$ cat src/rtl/pipe_ctrl_pkg.sv
// Shared types and constants for the pipeline sequencing controller.
`default_nettype none

package pipe_ctrl_pkg;

  typedef enum logic [2:0] {
    ST_FILL  = 3'd0,
    ST_RUN   = 3'd1,
    ST_STALL = 3'd2,
    ST_FLUSH = 3'd3,
    ST_HALT  = 3'd4
  } pipe_state_t;

  localparam int REG_W_DEF = 6;

  localparam int INSN_W = 32;
  localparam logic [INSN_W-1:0] NOP = '0;

  localparam int LOAD_LAT_MIN     = 1;
  localparam int LOAD_LAT_MAX     = 4;
  localparam int FLUSH_CYCLES_MIN = 1;
  localparam int FLUSH_CYCLES_MAX = 3;

  // Last value of the fill counter; FILL lasts FILL_LAST+1 cycles.
  localparam logic [1:0] FILL_LAST = 2'd1;

  function automatic logic [1:0] extra_cycles(input int n);
    return 2'(n - 1);
  endfunction

endpackage

`default_nettype wire

$ cat src/rtl/hazard_detect.sv
// Load-use hazard compare between the decode and execute stages.
`default_nettype none

module hazard_detect
  import pipe_ctrl_pkg::*;
#(
  parameter int REG_W = REG_W_DEF
) (
  input  logic             dec_valid,
  input  logic [REG_W-1:0] dec_rs,
  input  logic [REG_W-1:0] dec_rt,
  input  logic             dec_use_rs,
  input  logic             dec_use_rt,
  input  logic             ex_valid,
  input  logic             ex_regw,
  input  logic             ex_memr,
  input  logic [REG_W-1:0] ex_rd,
  output logic             hz
);

  logic ex_load;
  logic src_match;

  // Register 0 is compared like any other index.
  assign ex_load   = ex_valid & ex_memr & ex_regw;
  assign src_match = (dec_use_rs & (dec_rs == ex_rd)) |
                     (dec_use_rt & (dec_rt == ex_rd));
  assign hz        = dec_valid & ex_load & src_match;

endmodule

`default_nettype wire

$ cat src/rtl/pipe_ctrl.sv
// Pipeline sequencing controller: fill, load-use stall, branch squash, halt,
// plus saturating stall/flush event counters.
`default_nettype none

module pipe_ctrl
  import pipe_ctrl_pkg::*;
#(
  parameter int REG_W        = REG_W_DEF,
  parameter int LOAD_LAT     = 1,
  parameter int FLUSH_CYCLES = 1,
  parameter int CNT_W        = 32
) (
  input  logic             clk,
  input  logic             rst_n,
  input  logic             dec_valid,
  input  logic [REG_W-1:0] dec_rs,
  input  logic [REG_W-1:0] dec_rt,
  input  logic             dec_use_rs,
  input  logic             dec_use_rt,
  input  logic             dec_br_taken,
  input  logic             ex_valid,
  input  logic             ex_regw,
  input  logic             ex_memr,
  input  logic [REG_W-1:0] ex_rd,
  input  logic             halt_req,
  output logic             pc_en,
  output logic             ifid_en,
  output logic             ifid_flush,
  output logic             idex_bubble,
  output logic             halted,
  output logic [CNT_W-1:0] stall_cnt,
  output logic [CNT_W-1:0] flush_cnt
);

  localparam logic [1:0] STALL_CNT_INIT = extra_cycles(LOAD_LAT);
  localparam logic [1:0] FLUSH_CNT_INIT = extra_cycles(FLUSH_CYCLES);

  pipe_state_t state, state_nxt;
  logic [1:0]  cnt, cnt_nxt;
  logic        halt_pend, halt_pend_nxt;
  logic        hz;
  logic        stall_inc;
  logic        flush_inc;

  hazard_detect #(
    .REG_W (REG_W)
  ) u_hazard_detect (
    .dec_valid  (dec_valid),
    .dec_rs     (dec_rs),
    .dec_rt     (dec_rt),
    .dec_use_rs (dec_use_rs),
    .dec_use_rt (dec_use_rt),
    .ex_valid   (ex_valid),
    .ex_regw    (ex_regw),
    .ex_memr    (ex_memr),
    .ex_rd      (ex_rd),
    .hz         (hz)
  );

  always_ff @(posedge clk or negedge rst_n) begin
    if (!rst_n) begin
      state     <= ST_FILL;
      cnt       <= 2'd0;
      halt_pend <= 1'b0;
    end else begin
      state     <= state_nxt;
      cnt       <= cnt_nxt;
      halt_pend <= halt_pend_nxt;
    end
  end

  always_comb begin
    state_nxt     = state;
    cnt_nxt       = cnt;
    halt_pend_nxt = halt_pend;
    pc_en         = 1'b1;
    ifid_en       = 1'b1;
    ifid_flush    = 1'b0;
    idex_bubble   = 1'b0;
    halted        = 1'b0;
    stall_inc     = 1'b0;
    flush_inc     = 1'b0;

    case (state)
      ST_FILL: begin
        idex_bubble = 1'b1;
        if (halt_req) halt_pend_nxt = 1'b1;
        if (cnt == FILL_LAST) begin
          state_nxt = ST_RUN;
          cnt_nxt   = 2'd0;
        end else begin
          cnt_nxt = cnt + 2'd1;
        end
      end

      ST_RUN: begin
        // Hazard outranks the branch: the branch re-evaluates once its operand is ready.
        if (hz) begin
          pc_en       = 1'b0;
          ifid_en     = 1'b0;
          idex_bubble = 1'b1;
          stall_inc   = 1'b1;
          if (LOAD_LAT > 1) begin
            state_nxt = ST_STALL;
            cnt_nxt   = STALL_CNT_INIT;
          end
        end else if (dec_br_taken) begin
          ifid_flush = 1'b1;
          flush_inc  = 1'b1;
          if (FLUSH_CYCLES > 1) begin
            state_nxt = ST_FLUSH;
            cnt_nxt   = FLUSH_CNT_INIT;
          end
        end else if (halt_req || halt_pend) begin
          state_nxt = ST_HALT;
        end
      end

      ST_STALL: begin
        pc_en       = 1'b0;
        ifid_en     = 1'b0;
        idex_bubble = 1'b1;
        stall_inc   = 1'b1;
        if (halt_req) halt_pend_nxt = 1'b1;
        if (cnt == 2'd1) state_nxt = ST_RUN;
        cnt_nxt = cnt - 2'd1;
      end

      ST_FLUSH: begin
        ifid_flush  = 1'b1;
        idex_bubble = 1'b1;
        if (halt_req) halt_pend_nxt = 1'b1;
        if (cnt == 2'd1) state_nxt = ST_RUN;
        cnt_nxt = cnt - 2'd1;
      end

      ST_HALT: begin
        pc_en       = 1'b0;
        ifid_en     = 1'b0;
        idex_bubble = 1'b1;
        halted      = 1'b1;
      end

      default: begin
        state_nxt = ST_FILL;
        cnt_nxt   = 2'd0;
      end
    endcase
  end

  always_ff @(posedge clk or negedge rst_n) begin
    if (!rst_n) begin
      stall_cnt <= '0;
      flush_cnt <= '0;
    end else begin
      if (stall_inc && (stall_cnt != '1)) stall_cnt <= stall_cnt + CNT_W'(1);
      if (flush_inc && (flush_cnt != '1)) flush_cnt <= flush_cnt + CNT_W'(1);
    end
  end

endmodule

`default_nettype wire

$ cat config.mk
export PLATFORM = sky130hd
export DESIGN_NAME = pipe_ctrl
export DESIGN_NICKNAME = d
export VERILOG_FILES = /design/src/rtl/pipe_ctrl_pkg.sv /design/src/rtl/hazard_detect.sv /design/src/rtl/pipe_ctrl.sv
export SDC_FILE = /design/constraint.sdc
export NUM_CORES = 1
export LEC_CHECK = 0
export BUFFER_PORTS_ARGS = -buffer_cell sky130_fd_sc_hd__buf_2
export CAP_MARGIN = 10
export CORE_MARGIN = 10
export CORE_UTILIZATION = 50
export DETAILED_ROUTE_END_ITERATION = 8
export PLACE_DENSITY_LB_ADDON = 0.1
export SETUP_SLACK_MARGIN = 0.15
export SLEW_MARGIN = 0
export SYNTH_ARGS = -nofsm -noshare
export SYNTH_HDL_FRONTEND = slang
export SYNTH_SLANG_ARGS = --single-unit
export TNS_END_PERCENT = 1
$ cat constraint.sdc
create_clock -name clk -period 2.6 [get_ports clk]
set_input_delay 0.26 -clock clk [delete_from_list [all_inputs] [get_ports clk]]
set_output_delay 0.26 -clock clk [all_outputs]
set_load 0.03 [all_outputs]
==> results of run 1 <==
-- flip-flops by register name, summed over array words and instances, names as in the netlist --
name,flops
flush_cnt,32
cnt,2
halt_pend,1
stall_cnt,32
state,2
-- logic make-up (layout without fill, tap and decap cells) --
group	count (synthesis)	count (layout)	share of synthesized area (%)
compound gates	11	11	1.87
xor+xnor	72	72	16.8
fa+ha+maj	6	6	2.01
buf+inv	23	130	3.11
flops	69	69	46.1
mux	3	3	0.902
simple gates	187	187	29.1
-- layout make-up --
type / instances / area [µm²]
multi-input combinational: 279 / 1910
timing repair buffer: 109 / 591
tap: 99 / 124
clock inverter: 1 / 5.00
fill: 624 / 2690
inverter: 7 / 26.3
clock buffer: 13 / 179
sequential: 69 / 1730
-- worst reg2reg max path: cells and delay by family, from the launching register on --
kind | cells | cell delay (ps)
buf+inv | 1 | 170
flops | 1 | 420
simple gates | 5 | 1240
xor+xnor | 1 | 140
fa+ha+maj | 1 | 250
-- cell usage in the layout (no fill, tap or decap), types with 12 or more instances in the layout --
cell type / count
dfrtp_1: 69
nor2_1: 17
nor4_1: 17
xor2_1: 35
nor3_1: 24
buf_2: 96
clkbuf_8: 13
buf_4: 12
nand2_1: 22
xnor2_1: 37
nand4_1: 30
nand3_1: 34
-- per-stage QoR --
step,cell area [µm²],cells
after floorplan,3740,371
after global placement,4370,563
after detailed placement,4370,563
after CTS,4550,577
after global routing,4560,577
final,4560,577
-- per-layer routing --
metal	global-route usage, %	up-vias	share of wire, %
met5	0	-	0
met4	6.09	0	0.95
met3	5.01	11	7.4
met2	26.7	110	48
met1	20.1	1533	43
li1	-	1531	-
-- power by group --
part           switching (mW)  internal (mW)  total (mW)
sequential             0.0664           1.13        1.20
combinational           0.370          0.205       0.575
clock                   0.378          0.439       0.818
total                   0.814           1.78        2.59
-- worst max path at each step --
stage	from	end	slack, ps	cells after the start
after floorplan	stall_cnt[0]	stall_cnt[1]	360	8
after global placement	stall_cnt[0]	stall_cnt[17]	370	8
after detailed placement	stall_cnt[0]	stall_cnt[17]	300	8
after CTS	state[2]	idex_bubble	270	6
after global routing	state[2]	idex_bubble	100	6
final	state[2]	idex_bubble	270	6
==> results by group, run 1 <==
Outcome
  • Result of the run: finished clean

Yosys
  • Fraction of post-synthesis cell area in the top cell type by area: between 40% and 50%
  • Dominant register cell in the synthesized netlist: dfrtp_1
  • Number of distinct library cells after synthesis: 40
  • Synth cell count leaders: dfrtp_1 (69), xnor2_1 (37), xor2_1 (35)
  • Most frequent cell after synthesis: dfrtp_1
  • Asr flop ratio synth: 100%
  • Post-Synthesis Net Count: slightly above 400
  • Cell area after synthesis: 3740 µm²
  • Number of synthesized register bits: a little under 70
  • Sequential element share of the synthesized area: 46.1%
  • Ranking of synthesized cells by area: dfrtp_1 (46%), xnor2_1 (8.7%), xor2_1 (8.2%)
  • Post-Syn Instances: between 300 and 400
  • Count of synthesis-stage warnings from yosys: 0
  • Top cell type by total area after synthesis: dfrtp_1
  • Avg Synthesized Cell Area: 10.1 µm²
  • Post-synth EDFFs: 0

Cells and area
  • Area growth from synthesis to final layout: 21.8%
  • Fraction of final layout cells with drive strength greater than 1: between 20 and 30%
  • Final core utilization: 62.9%
  • Antenna diode count: 0
  • Total Nets Final: approximately 510

CTS
  • CTS Sinks: 69
  • Hold_buf cts: 0
  • PostCTS Resize Cnt: 0
  • Buffer levels on the longest clock path: 2
  • Clock buffer count from CTS: 9
  • CTS Root Cell: clkbuf_8
  • TritonCTS clock tree: done
  • # Post-CTS Setup Buffers: 0
  • Clock insertion delay at the later pin of the skew report: approximately 330 ps
  • Register clock-pin slew on the reported worst setup and hold paths: ~70 ps
  • H-tree Lvls: 3

Floorplanning
  • Number of cell rows: 31
  • Die ar.: 11300 µm²
  • Die Wd: 107 µm
  • Die extent in y: roughly 110 µm
  • Core region area: around 7300 µm²
  • Top-level I/O count: 97
  • Effective utilization at floorplan: between 50 and 60%

Timing
  • Transition time at the pin with the least slew margin: approximately 800 ps
  • Final worst-path setup slack: between 200 and 300 ps
  • Number of setup violations in the final report: 0
  • RSZ-0062 raised after global routing: true
  • Total Negative Setup Slacks: 0 ps
  • Worst slack on hold paths: between 15 and 20 ps
  • Pins Over Slew Limit: 0
  • Max-Slew Margin vs Limit: approximately 47%
  • Tcrit/Tclk final: roughly nine tenths
  • Worst Clk Skew: ~9.1 ps
  • Hold Fails Final Rpt: 0
  • Highest clock frequency the design can meet: 429 MHz
  • Shortest clock period the worst path allows after layout: 2330 ps

Setup path
  • WS Path Type: flip-flop to output port
  • Crit-path slowest cell: and3_1
  • Crit path launch type: flip-flop
  • Crit Reg-Reg Startpoint: stall_cnt[0]
  • Largest stage delay on the critical path: 600 ps
  • Number of buffers and inverters on the critical path: 2
  • Critical Path, Cell by Cell: inv_1 -> ha_1 -> and3_1 -> nor3_1 -> nor2_1 -> buf_2
  • Worst setup EP type: output port
  • R2R depth: 8
  • CP required: around 2300 ps
  • Worst R2R Setup Slack: ~270 ps
  • Crit-path max FO: 17
  • Data arrival time of the critical path: 2070 ps
  • Crit Reg-Reg Endpoint: stall_cnt[17]
  • Largest delay share family, worst path: simple AND/OR/NAND/NOR gates

Power
  • Worst IR drop on VDD: between 300 and 400 µV
  • Areal power density over the cells: roughly 570 nW/µm²
  • Total power consumption of the routed design: about 2.6 mW
  • Leakage power: roughly 2.3 nW

Placement
  • Final weighted congestion of routability-driven global placement: approximately 0.9
  • Final HPWL from detailed placement: 7.05 mm
  • Port Buffers: 96
  • Post-place setup slack: about 300 ps

GRT
  • Number of global-route vias before repair: roughly 3300
  • Number of antenna violations at the first check in global routing: 0
  • Global-route usage over all layers: roughly 16%
  • Maximum number of pins on one net before global-route repair: 38
  • Wire length of the first global-routing pass: about 16 mm
  • GRT overflow: 0

Detailed routing
  • Vias after detailed routing: approximately 3200
  • Drt initial violations: 185
  • Vias per std cell: around 5.5
  • Post-route DRC violation count: 0
  • Number of routed nets with antenna violations: 0
  • Drt wl/cell: ~16 µm
  • Iteration count of the initial detailed-routing pass: 4
  • Routed wire length: ~9 mm

Hold path
  • Worst hold path type: primary input to async pin

Job
  • Max-capacitance violation count: 0
Power figures use the tool's default switching activity.
==> run 2: changes to the inputs <==
REMOVE_ABC_BUFFERS = 1   (was not set)
==> run 2 against run 1 <==
  * Wire length is 2.6% higher
  * First-iteration DRC count decreased by 44%
  * Sequential cell count unchanged
  * Sequential power is essentially flat
  * Clock power grew 16%
  * Worst setup slack better by 33 ps
  * Sequential share of layout area about the same
  * Combinational power is 3% higher
  * Via count decreased by 1.1%
  * Critical endpoint is now stall_cnt[17]
  * Fmax up 1.4%
==> results by group, run 2 (same netlist as run 1, synthesis figures left out) <==
Cells and area
  • Total Nets Final: 506
  • Top Registers: flush_cnt: 32 flops, stall_cnt: 32 flops
  • Area growth from synthesis to final layout: 21.9%
  • Antenna diode count: 0
  • Highest-count cells in the layout ignoring fill and taps: buf_2 (96), dfrtp_1 (69), xnor2_1 (37)
  • Fraction of final layout cells with drive strength greater than 1: around 29%
  • Most common cell after layout, fill and taps aside: buf_2
  • Fill cells: ~640

Floorplanning
  • Die ar.: roughly 11000 µm²
  • Number of cell rows: 31
  • Die Wd: ~110 µm
  • Top-level I/O count: between 90 and 100
  • Die extent in y: roughly 110 µm
  • Effective utilization at floorplan: 51.6%
  • Core region area: 7250 µm²

Setup path
  • Crit path launch type: flip-flop
  • Crit Reg-Reg Startpoint: stall_cnt[0]
  • Critical Path, Cell by Cell: ha_1 -> and4_1 -> nand4_1 -> nor4_2 -> and2b_1 -> or4_1 -> xnor2_1
  • WS Path Type: flip-flop to flip-flop
  • Crit-path slowest cell: or4_1
  • Crit-path max FO: 17
  • Largest delay share family, worst path: simple AND/OR/NAND/NOR gates
  • CP required: ~2800 ps
  • Worst R2R Setup Slack: 300 ps
  • R2R depth: 7
  • Largest stage delay on the critical path: roughly 560 ps
  • Crit Reg-Reg Endpoint: stall_cnt[17]
  • Worst setup EP type: flip-flop
  • Data arrival time of the critical path: 2520 ps
  • Critical path launch point: stall_cnt[0]
  • Number of buffers and inverters on the critical path: 0

Outcome
  • Result of the run: finished clean

CTS
  • Register clock-pin slew on the reported worst setup and hold paths: 70 ps
  • CTS Sinks: 69
  • Hold_buf cts: 1
  • CTS Root Cell: clkbuf_8
  • Clock buffer count from CTS: 9
  • Buffer levels on the longest clock path: 2
  • H-tree Lvls: 3
  • TritonCTS clock tree: done
  • PostCTS Resize Cnt: 0
  • Clock insertion delay at the later pin of the skew report: 340 ps
  • # Post-CTS Setup Buffers: 0

Power
  • Relative contribution of combinational cells to total power: around 22%
  • Leakage power: 2.29 nW
  • Areal power density over the cells: roughly 600 nW/µm²
  • Sequential Power Share: between 40% and 50%
  • Clk network pwr share: between 30% and 40%
  • NetSw: between 0.8 and 0.9 mW
  • Worst IR drop on VDD: between 400 and 500 µV
  • Cell Int Power: ~1.9 mW
  • Switching power as a share of total power: between 30% and 40%

Detailed routing
  • Number of routed nets with antenna violations: 0
  • Drt wl/cell: roughly 16 µm
  • Vias after detailed routing: around 3100
  • Vias per std cell: around 5.5
  • Drt initial violations: approximately 100
  • Post-route DRC violation count: 0
  • Iteration count of the initial detailed-routing pass: 4
  • Routed wire length: 9.41 mm

GRT
  • GRT overflow: 0
  • Highest-utilization routing layer at the global route stage: met2
  • Met1 Track Usage GR: around 19%
  • Maximum number of pins on one net before global-route repair: 43
  • Met3 capacity usage during global routing: ~5.7%
  • Global-route usage over all layers: between 15 and 20%
  • Number of global-route vias before repair: between 3000 and 4000
  • Routing usage on met2: 29.5%
  • Number of antenna violations at the first check in global routing: 0
  • Wire length of the first global-routing pass: ~16 mm

Placement
  • Final HPWL from detailed placement: 7.02 mm
  • Post-place setup slack: just over 300 ps
  • Port Buffers: 96
  • Final weighted congestion of routability-driven global placement: around 0.85

Timing
  • Transition time at the pin with the least slew margin: 658 ps
  • Tcrit/Tclk final: 88.3%
  • Max-Slew Margin vs Limit: 56.1%
  • Number of setup violations in the final report: 0
  • Shortest clock period the worst path allows after layout: 2300 ps
  • Total Negative Setup Slacks: 0 ps
  • Final worst-path setup slack: slightly above 300 ps
  • Hold Fails Final Rpt: 0
  • Worst Clk Skew: approximately 8.7 ps
  • Pins Over Slew Limit: 0
  • Highest clock frequency the design can meet: 436 MHz
  • RSZ-0062 raised after global routing: false
  • Worst slack on hold paths: roughly 140 ps

Hold path
  • Startpoint of the worst hold path: halt_req
  • Worst hold path type: primary input to flip-flop
  • Worst min-delay path endpoint: halt_pend
  • Hold Path Depth: 2

Job
  • Max-capacitance violation count: 0
==> run 2: cell count changes in the layout (fill, tap and decap cells not counted) <==
cell           change
buf_4              -4
clkbuf_8           -3
bufinv_16          +2
nor4_4             -1
clkinvlp_4         +1
nor4_2             +1
clkbuf_1           +1
dlygate4sd3_1      +1
==> run 2: stage by stage <==
stage / instances / power, mW / cell area [µm²] / utilization [%]
after floorplan: 355 / 1.61 / 3650 / -
after global placement: 559 / 1.80 / 4340 / 59.8
after detailed placement: 559 / 1.82 / 4340 / 59.8
after CTS: 575 / 2.78 / 4560 / 62.9
after global routing: 575 / 2.90 / 4560 / 62.9
final: 575 / 2.74 / 4560 / 62.9
==> run 2: cell type report <==
| class | count | area, µm² | area share (%) |
|---|---|---|---|
| multi-input cells | 279 | 1900 | 41.7 |
| flip-flops and latches | 69 | 1730 | 37.8 |
| repair buffers | 106 | 571 | 12.5 |
| clock buffers | 11 | 141 | 3.10 |
| well taps | 99 | 124 | 2.72 |
| clock inverters | 4 | 72.6 | 1.59 |
| inverters | 7 | 26.3 | 0.576 |
==> run 2: power groups by stage <==
| stage | logic [mW] | registers [mW] | clock network, mW |
|---|---|---|---|
| 2_1_floorplan | 0.325 | 1.29 | 0 |
| 3_3_place_gp | 0.584 | 1.22 | 0 |
| 3_5_place_dp | 0.595 | 1.22 | 0 |
| 4_1_cts | 0.599 | 1.20 | 0.979 |
| 5_1_grt | 0.654 | 1.21 | 1.03 |
| 6_report | 0.590 | 1.20 | 0.950 |
==> run 2: layer usage <==
layer	share of wire, %	wire length (µm)
met5	0	0
met4	1.9	182
met3	5.3	499
met2	52	4870
met1	41	3860
==> run 2: how the worst max path moves through the flow <==
stage	slack, ps	endpoint	cells after the start
after global routing	160	stall_cnt[17]	7
final	300	stall_cnt[17]	7
after detailed placement	310	stall_cnt[17]	7
after global placement	350	stall_cnt[17]	7
after floorplan	300	flush_cnt[11]	6
after CTS	300	stall_cnt[17]	7
==> run 3: changes to the inputs <==
ABC_AREA = 1   (was not set)
==> run 3 against run 2 <==
  * Die area up 23%
  * Utilization down 2.4 points
  * Critical path depth up 2
  * Design area up 23%
  * Sequential power about the same
  * Wire length up 46%
  * Critical endpoint is now flush_cnt[2]
  * Largest cell class unchanged
==> results by group, run 3 <==
Outcome
  • Result of the run: finished clean

GRT
  • GRT overflow: 0
  • Global-route usage over all layers: 19.3%
  • Number of antenna violations at the first check in global routing: 0
  • Number of global-route vias before repair: roughly 4700
  • Maximum number of pins on one net before global-route repair: 40
  • Wire length of the first global-routing pass: 22.9 mm

Yosys
  • Asr flop ratio synth: between 90% and 100%
  • Combinational family with the most area after synthesis: simple AND/OR/NAND/NOR gates
  • Xor and xnor fraction of the mapped netlist area: around 8.4%
  • Mux share of post-synthesis cell area: 0%
  • Count of synthesis-stage warnings from yosys: 0
  • Top cell type by total area after synthesis: dfrtp_1
  • Ranking of synthesized cells by area: dfrtp_1 (36%), nand2_1 (28%), nor2_1 (7.3%)
  • Number of distinct library cells after synthesis: 28
  • Post-Syn Instances: approximately 730
  • Avg Synthesized Cell Area: 6.57 µm²
  • Most frequent cell after synthesis: nand2_1
  • Dominant register cell in the synthesized netlist: dfrtp_1
  • Synthesized-area fraction occupied by ao, oa, aoi and oai cells: ~1.0%
  • Fraction of post-synthesis cell area in the top cell type by area: between 30% and 40%
  • Area fraction in and, or, nand and nor cells after synthesis: about 47%
  • Synth cell count leaders: nand2_1 (357), nor2_1 (94), dfrtp_1 (69)
  • Number of synthesized register bits: 69
  • Cell area after synthesis: 4810 µm²
  • Sequential element share of the synthesized area: a little over a third
  • Post-synth EDFFs: 0
  • Area share of fa/ha/maj cells after synthesis: roughly 1.6%

CTS
  • Register clock-pin slew on the reported worst setup and hold paths: 80 ps
  • Buffer levels on the longest clock path: 2
  • # Post-CTS Setup Buffers: 0
  • H-tree Lvls: 3
  • Clock insertion delay at the later pin of the skew report: 360 ps
  • Clock buffer count from CTS: 9
  • TritonCTS clock tree: done
  • CTS Sinks: between 60 and 70
  • CTS Root Cell: clkbuf_8

Placement
  • Final HPWL from detailed placement: between 10 and 15 mm
  • Post-placement cell area: ~5400 µm²
  • Final weighted congestion of routability-driven global placement: roughly 0.97
  • Port Buffers: 96

Job
  • Max-capacitance violation count: 0

Floorplanning
  • Die extent in y: between 100 and 150 µm
  • Number of cell rows: 35
  • Die ar.: roughly 14000 µm²
  • Effective utilization at floorplan: roughly half
  • Die Wd: roughly 120 µm
  • Core region area: 9280 µm²
  • Top-level I/O count: a little under 100

Power
  • Areal power density over the cells: roughly 500 nW/µm²
  • Worst IR drop on VDD: around 740 µV
  • Leakage power: roughly 3.0 nW

Hold path
  • Worst hold path type: primary input to flip-flop

Cells and area
  • Final Instance Area: 5620 µm²
  • Highest-count cells in the layout ignoring fill and taps: nand2_1 (357), buf_2 (96), nor2_1 (94)
  • Total Nets Final: around 860
  • Fraction of final layout cells with drive strength greater than 1: 15.2%
  • Top Registers: flush_cnt: 32 flops, stall_cnt: 32 flops
  • Most common cell after layout, fill and taps aside: nand2_1
  • Area growth from synthesis to final layout: 16.8%
  • Antenna diode count: 0

Timing
  • Total Negative Setup Slacks: 0 ps
  • Worst Clk Skew: ~16 ps
  • Tcrit/Tclk final: 84.5%
  • RSZ-0062 raised after global routing: false
  • Hold Fails Final Rpt: 0
  • Max-Slew Margin vs Limit: a little over half
  • Number of setup violations in the final report: 0
  • Highest clock frequency the design can meet: 455 MHz
  • Pins Over Slew Limit: 0
  • Shortest clock period the worst path allows after layout: between 2000 and 2500 ps
  • Transition time at the pin with the least slew margin: about 700 ps

Setup path
  • Crit-path max FO: 32
  • Worst setup EP type: flip-flop
  • Crit Reg-Reg Endpoint: flush_cnt[2]
  • Crit Reg-Reg Startpoint: flush_cnt[0]
  • Number of buffers and inverters on the critical path: 0
  • Critical path launch point: flush_cnt[0]
  • Worst R2R Setup Slack: 400 ps
  • WP depth: 9
  • Data arrival time of the critical path: 2480 ps
  • Crit-path slowest cell: dfrtp_1
  • WS Path Type: flip-flop to flip-flop
  • Critical Path, Cell by Cell: ha_1 -> nand3_2 -> nor2_4 -> nand2_2 -> nor3_2 -> nand3_2 -> nand3_4 -> nand2_1 -> nand2_1
  • Largest delay share family, worst path: simple AND/OR/NAND/NOR gates
  • Largest stage delay on the critical path: 490 ps
  • Crit path launch type: flip-flop
  • Critical Path Sink: flush_cnt[2]
  • R2R depth: 9
  • CP required: between 2000 and 3000 ps

Detailed routing
  • Drt initial violations: a little over 400
  • Drt wl/cell: 14.3 µm
  • Iteration count of the initial detailed-routing pass: 5
  • Routed wire length: roughly 14 mm
  • Vias per std cell: 5.21
  • Post-route DRC violation count: 0
  • Number of routed nets with antenna violations: 0
  • Vias after detailed routing: roughly 5000
==> run 3: cell types whose count changed in the layout (fill, tap and decap cells not counted), moves of 22 or more <==
cell	previous run	this run
xnor2_1	37	15
inv_1	7	42
nand3_1	34	9
nor2_1	17	94
nand2_1	22	357
==> run 3: worst min path at each step <==
| stage | cells after the start | from | slack, ps | to |
|---|---|---|---|---|
| floorplan | 0 | rst_n | -40 | cnt[0] |
| global placement | 1 | rst_n | 340 | stall_cnt[11] |
| detailed placement | 1 | rst_n | 350 | stall_cnt[11] |
| CTS | 2 | halt_req | 130 | halt_pend |
| global route | 2 | halt_req | 130 | halt_pend |
| finish | 2 | halt_req | 130 | halt_pend |
==> run 3: worst register-to-register path, stage by stage, from the launching register on <==
cell and delay (ps):
dfrtp_1 490, ha_1 340, nand3_2 190, nor2_4 170, nand2_2 90, nor3_2 150
nand3_2 150, nand3_4 370, nand2_1 110, nand2_1 70
==> run 3: cell type report <==
type / count / area (µm²)
clock buffers: 10 / 128
fillers: 939 / 3670
flip-flops and latches: 69 / 1730
inverters: 44 / 165
multi-input cells: 600 / 2810
repair buffers: 104 / 568
clock inverters: 6 / 63.8
well taps: 129 / 161
==> run 3: cells by family (layout without fill, tap and decap cells) <==
logic type / Yosys count / count (layout)
AOI/OAI and AO/OA: 8 / 8
and+or+nand+nor: 540 / 540
DFF: 69 / 69
buffers and inverters: 63 / 164
adders and majority gates: 6 / 6
xor gates and xnor gates: 46 / 46
==> run 3: per-stage QoR <==
step	setup slack [ps]	cells	hold slack [ps]	power [mW]	utilization, %
2_1_floorplan	101	713	-35.6	1.64	-
3_3_place_gp	274	945	344	1.84	58.2
3_5_place_dp	121	945	353	1.86	58.2
4_1_cts	263	962	125	2.75	60.4
5_1_grt	247	962	134	2.89	60.5
6_report	404	962	132	2.74	60.5
==> run 3: power breakdown <==
part           internal [mW]  total (mW)  leakage, nW  switching, mW
registers               1.13        1.20        0.950         0.0760
logic                  0.195       0.639         1.95          0.444
clock network          0.442       0.900       0.0923          0.458
total                   1.76        2.74         2.99          0.978
==> run 3: repair_timing <==
action                                  in CTS  in global routing
endpoints found under the setup margin      11                 31
hold endpoints to repair                    30                  0
resized for setup                            1                  1
hold buffers                                 1                  0
==> run 3: routing by layer <==
metal  global-route usage (%)  vias to the layer above  part of all wire [%]
li1                         -                     2491                     -
met3                     3.17                       22                   5.3
met1                     25.1                     2354                    46
met5                        0                        -                     0
met2                     31.6                      148                    47
met4                     5.95                        0                   1.8
